[src/rtl/chess_pkg.sv]
// Shared types and constants for the dual-player chess clock.
package chess_pkg;

  typedef logic [3:0] bcd_t;

  typedef enum logic {
    PLAYER_WHITE = 1'b0,
    PLAYER_BLACK = 1'b1
  } player_e;

  localparam bcd_t MAX_UNITS = 4'd9;
  localparam bcd_t MAX_TENS  = 4'd5;

  localparam int unsigned DEFAULT_START_MINS = 5;
  localparam int unsigned DEFAULT_START_TENS = 0;

endpackage

[src/rtl/bcd_countdown.sv]
// One player's M:SS countdown held as three registered BCD digits.
module bcd_countdown
  import chess_pkg::*;
#(
  parameter int unsigned START_MINS = DEFAULT_START_MINS,
  parameter int unsigned START_TENS = DEFAULT_START_TENS
) (
  input  logic clock,
  input  logic globalReset,
  input  logic load,
  input  logic dec,
  output bcd_t mins,
  output bcd_t tensSec,
  output bcd_t unitsSec,
  output logic zero
);

  localparam bcd_t INIT_MINS = bcd_t'(START_MINS);
  localparam bcd_t INIT_TENS = bcd_t'(START_TENS);

  assign zero = (mins == '0) && (tensSec == '0) && (unitsSec == '0);

  // A clock sitting at 0:00 ignores dec, so it can never wrap.
  always_ff @(posedge clock or posedge globalReset) begin
    if (globalReset) begin
      mins     <= INIT_MINS;
      tensSec  <= INIT_TENS;
      unitsSec <= '0;
    end else if (load) begin
      mins     <= INIT_MINS;
      tensSec  <= INIT_TENS;
      unitsSec <= '0;
    end else if (dec && !zero) begin
      if (unitsSec != '0) begin
        unitsSec <= unitsSec - 4'd1;
      end else if (tensSec != '0) begin
        unitsSec <= MAX_UNITS;
        tensSec  <= tensSec - 4'd1;
      end else begin
        unitsSec <= MAX_UNITS;
        tensSec  <= MAX_TENS;
        mins     <= mins - 4'd1;
      end
    end
  end

endmodule

[src/rtl/chess_clock_timer.sv]
// Dual countdown chess clock: shared one-second prescaler, turn tracking and sticky flag fall.
module chess_clock_timer
  import chess_pkg::*;
#(
  parameter int unsigned TICKS_PER_SEC = 50000000,
  parameter int unsigned START_MINS    = DEFAULT_START_MINS,
  parameter int unsigned START_TENS    = DEFAULT_START_TENS
) (
  input  logic       clock,
  input  logic       globalReset,
  input  logic       timerEnable,
  input  logic       blackToMove,
  input  logic       reload,
  output logic [3:0] whiteMins,
  output logic [3:0] whiteTensSec,
  output logic [3:0] whiteUnitsSec,
  output logic [3:0] blackMins,
  output logic [3:0] blackTensSec,
  output logic [3:0] blackUnitsSec,
  output logic       whiteFlag,
  output logic       blackFlag
);

  if (START_MINS < 1 || START_MINS > 9) begin : gBadMins
    $error("chess_clock_timer: START_MINS must be 1..9");
  end
  if (START_TENS > 5) begin : gBadTens
    $error("chess_clock_timer: START_TENS must be 0..5");
  end
  if (TICKS_PER_SEC < 1) begin : gBadTicks
    $error("chess_clock_timer: TICKS_PER_SEC must be at least 1");
  end

  localparam int unsigned PRE_W = $clog2(TICKS_PER_SEC + 1);
  localparam logic [PRE_W-1:0] PRE_LAST = PRE_W'(TICKS_PER_SEC - 1);

  logic [PRE_W-1:0] prescaler;
  player_e          turnReg;
  logic             run;
  logic             turnChange;
  logic             tick;
  logic             decWhite;
  logic             decBlack;
  logic             whiteZero;
  logic             blackZero;
  logic             whiteLastSec;
  logic             blackLastSec;

  assign run        = timerEnable && !whiteFlag && !blackFlag;
  assign turnChange = (turnReg != player_e'(blackToMove));

  always_comb begin
    tick     = 1'b0;
    decWhite = 1'b0;
    decBlack = 1'b0;
    if (run && (prescaler == PRE_LAST) && !turnChange && !reload) begin
      tick = 1'b1;
    end
    if (tick) begin
      decWhite = (turnReg == PLAYER_WHITE);
      decBlack = (turnReg == PLAYER_BLACK);
    end
  end

  always_ff @(posedge clock or posedge globalReset) begin
    if (globalReset) begin
      prescaler <= '0;
      turnReg   <= PLAYER_WHITE;
    end else begin
      turnReg <= player_e'(blackToMove);
      if (reload || turnChange) begin
        prescaler <= '0;
      end else if (run) begin
        prescaler <= (prescaler == PRE_LAST) ? '0 : prescaler + 1'b1;
      end
    end
  end

  // Flag rises on the same edge that lands the digits on 0:00.
  assign whiteLastSec = (whiteMins == '0) && (whiteTensSec == '0) && (whiteUnitsSec == 4'd1);
  assign blackLastSec = (blackMins == '0) && (blackTensSec == '0) && (blackUnitsSec == 4'd1);

  always_ff @(posedge clock or posedge globalReset) begin
    if (globalReset) begin
      whiteFlag <= 1'b0;
      blackFlag <= 1'b0;
    end else if (reload) begin
      whiteFlag <= 1'b0;
      blackFlag <= 1'b0;
    end else begin
      if (decWhite && whiteLastSec) whiteFlag <= 1'b1;
      if (decBlack && blackLastSec) blackFlag <= 1'b1;
    end
  end

  bcd_countdown #(
    .START_MINS (START_MINS),
    .START_TENS (START_TENS)
  ) uWhite (
    .clock       (clock),
    .globalReset (globalReset),
    .load        (reload),
    .dec         (decWhite),
    .mins        (whiteMins),
    .tensSec     (whiteTensSec),
    .unitsSec    (whiteUnitsSec),
    .zero        (whiteZero)
  );

  bcd_countdown #(
    .START_MINS (START_MINS),
    .START_TENS (START_TENS)
  ) uBlack (
    .clock       (clock),
    .globalReset (globalReset),
    .load        (reload),
    .dec         (decBlack),
    .mins        (blackMins),
    .tensSec     (blackTensSec),
    .unitsSec    (blackUnitsSec),
    .zero        (blackZero)
  );

  logic unusedZero;
  assign unusedZero = whiteZero ^ blackZero;

endmodule
[config.mk]
export PLATFORM = sky130hd
export DESIGN_NAME = chess_clock_timer
export DESIGN_NICKNAME = d
export VERILOG_FILES = /design/src/rtl/chess_pkg.sv /design/src/rtl/bcd_countdown.sv /design/src/rtl/chess_clock_timer.sv
export SDC_FILE = /design/constraint.sdc
export NUM_CORES = 1
export LEC_CHECK = 0
export ABC_CLOCK_PERIOD_IN_PS = 3200
export BUFFER_PORTS_ARGS = -buffer_cell sky130_fd_sc_hd__buf_2
export CAP_MARGIN = 30
export CORE_UTILIZATION = 62
export CTS_BUF_LIST = sky130_fd_sc_hd__clkbuf_8
export DETAILED_ROUTE_END_ITERATION = 16
export PLACE_DENSITY = 0.83
export SETUP_SLACK_MARGIN = 0.5
export SLEW_MARGIN = 10
export SYNTH_ARGS = -nofsm -noshare
export SYNTH_HDL_FRONTEND = slang
export SYNTH_HIERARCHICAL = 1
export SYNTH_SLANG_ARGS = --single-unit
[constraint.sdc]
create_clock -name clock -period 3.2 [get_ports clock]
set_input_delay 0.16 -clock clock [delete_from_list [all_inputs] [get_ports clock]]
set_output_delay 0.16 -clock clock [all_outputs]
set_load 0.01 [all_outputs]
==> metrics <==
Cells after Synth between 300 and 400; Clk Latency, worst-skew pair around 0.31 ns; Compound-Gate Fraction of Synth Area between 10% and 20%; Fmax achieved 390 MHz; RePlAce Congestion roughly 0.90; Final Skew approximately 0.0068 ns; Synth Area in XOR/XNOR around 1.1%; Layout area overhead 13.8%; final core occ about three quarters; Core Rows 26; most frequent cells in the layout dfrtp_1, buf_2, nand2_1; post-synth cell types 53; Synth warnings 6; first drt pass iteration count 5; worst hold path class primary input to register; Placeable Area ~5000 sq um; RR Endpoint uBlack/mins[3]$_DFFE_PP0P_; Top FF cell, synth dfrtp_1; Post-synth EDFFs 0; H-tree lvl count 2; post-route cell area between 3000 and 4000 sq um; final setup margin 0.633 ns; grt ovf 0; Die ar. between 5000 and 6000 sq um; Post-Synth Simple-Gate Area a little under a third; Fin Setup TNS 0 ns; detailed-route via count a little over 3000; GRT Total Usage 31.2%; GR Util met1 a little over two fifths; Via density approximately 6.7; status finished clean; vias in the first global route about 2700; clock sinks 53; die width 74.5 um; proportion of layout cells with a drive suffix above 1 between 10% and 20%; met2 usage about half; # nets final between 400 and 500; Worst Max-Slew Pin Slew around 0.8 ns; worst r2r src prescaler[7]$_DFFE_PP0P_; count of input and output buffers 30; post-synth top area share between 30% and 40%; Worst-path clk slew ~0.090 ns; unrepaired setup endpoints after global routing false; power density over the cells between 300 and 400 nW/um^2; Adder-Cell Fraction of Synth Area under 10%; post-synthesis sequential area ratio around two fifths; Crit. Startpoint prescaler[7]$_DFFE_PP0P_; CP endpoint kind register; initial antenna violation count 0; largest net degree at the start of global routing 28; clock root buffer clkbuf_8; Placed Instance Area 3510 sq um; Mapped Area about 3300 sq um; HPWL after DPL between 5 and 6 mm; clk buf depth 2; Seq cells post-synth between 50 and 60; antenna viol nets, final 0; Yosys top cell by area dfrtp_1; Initial Util between 60% and 70%; met3 GRT Util 4.88%; DRC marker count from the first detailed-route iteration roughly 380; setup violators final 0; multiplexer share of the synthesized area less than 1%; WL final roughly 8.2 mm; number of buffers created by CTS 5; first-pass GRT wire length roughly 13 mm; Diodes inserted 0; WL per Instance around 18 um; worst slack at placement approximately 0.32 ns; peak supply drop approximately 210 uV; # DRC 0; LEAKAGE ~1.5 nW; commonest non-fill, non-tap cell in the layout dfrtp_1; main combinational cell family by area after synthesis simple AND/OR/NAND/NOR gates; Top Ports 31; max-slew violation count 0; Critical Path AT around 2.8 ns; part of the cycle the worst path needs about 80%; CTS tree built; # fillers roughly 400; Reg2Reg Setup Slack roughly 0.63 ns; Synthesized Nets about 370; asr flop ratio synth 100%; Min Clock Period, post-route 2.57 ns; Worst Setup Start Kind register; CP endpoint uBlack/mins[3]$_DFFE_PP0P_; Crit Path Max Fanout 9; Slew HR a little under half; Die H between 70 and 80 um; worst r2r path cells 7; CP Class register to register; Top Usage Layer GRT met2; max_cap viols 0; synth top area cells dfrtp_1, a31oi_1, ha_1; Layout Cells excl Fill about 460; syn_area_per_cell about 9.1 sq um; dpl cells between 400 and 500; required time worst endpoint ~3.4 ns; Hold Vio Cnt, Final 0
-- critical path, stage by stage (launching register included) --
cell and delay, ns:
dfrtp_2 0.46, or4b_4 0.58, nor3_4 0.16, and4_4 0.25, and3_4 0.26, and4bb_4 0.30
nand4_1 0.11, mux2_1 0.33
-- repair_timing --
item                                   4_1_cts  5_1_grt
hold buffers                                 2        0
endpoints found under the hold margin       32        0
setup endpoints to repair                    4        8
buffers inserted                             0        1
pin swaps                                    0        1
resized for setup                            4        6
-- per-layer routing --
| metal | vias to the layer above | share of wire [%] | wire length [um] |
|---|---|---|---|
| met1 | 1535 | 43 | 3550 |
| li1 | 1444 | - | - |
| met5 | - | 0 | 0 |
| met4 | 0 | 2.4 | 201 |
| met2 | 109 | 50 | 4120 |
| met3 | 21 | 4.2 | 349 |
-- power breakdown --
group          leakage (nW)  internal (W)  switching, W
combinational         0.743     0.0000239     0.0000517
clock                0.0626      0.000252      0.000213
sequential            0.721      0.000675    0.00000734
-- how the worst min path moves through the flow --
stage | from | endpoint | slack (ns) | depth (start not counted)
after floorplan | globalReset | uBlack/mins[1]$_DFFE_PP0P_ | 0.02 | 1
after global placement | globalReset | uBlack/mins[3]$_DFFE_PP0P_ | 0.22 | 2
after detailed placement | globalReset | uBlack/mins[3]$_DFFE_PP0P_ | 0.22 | 2
after CTS | reload | whiteFlag$_DFFE_PP0P_ | 0.32 | 2
after global routing | reload | whiteFlag$_DFFE_PP0P_ | 0.35 | 2
final | reload | whiteFlag$_DFFE_PP0P_ | 0.32 | 2
-- sequential cells by signal, summed over array words and instances, names as in the netlist --
signal	count
prescaler	26
uBlack/mins	4
uBlack/tensSec	4
uBlack/unitsSec	4
uWhite/mins	4
uWhite/tensSec	4
uWhite/unitsSec	4
blackFlag	1
turnReg	1
whiteFlag	1
-- kinds of logic after synthesis --
family	count (synthesis)
compound gates	90
xor+xnor	4
fa+ha+maj	9
buf+inv	39
flops	53
mux	2
simple gates	161
-- stage by stage --
step           hold slack, ns  total power (W)
2_1_floorplan          0.0233         0.000741
3_3_place_gp            0.223         0.000763
3_5_place_dp            0.217         0.000769
4_1_cts                 0.321          0.00123
5_1_grt                 0.347          0.00127
6_report                0.324          0.00122
-- final cells by class --
type                       instances  area (sq um)  area share, %
clock buffer                       6          82.6           2.23
multi-input combinational        266          1820           49.2
tap                               70          87.6           2.36
timing repair buffer              40           250           6.75
sequential                        53          1330           36.0
clock inverter                     2          33.8          0.912
inverter                          25          93.8           2.53
-- synthesized netlist by cell type, types with 7 or more instances --
master / number
dfrtp_1: 49
nand2_1: 28
inv_1: 25
a31oi_1: 23
nand3_1: 18
nor2_1: 18
a21oi_1: 16
nand4_1: 13
o21ai_0: 13
clkbuf_1: 11
nor3_1: 11
nor4_1: 11
ha_1: 9
or3_1: 8
or4_1: 7
Power figures use the tool's default switching activity.
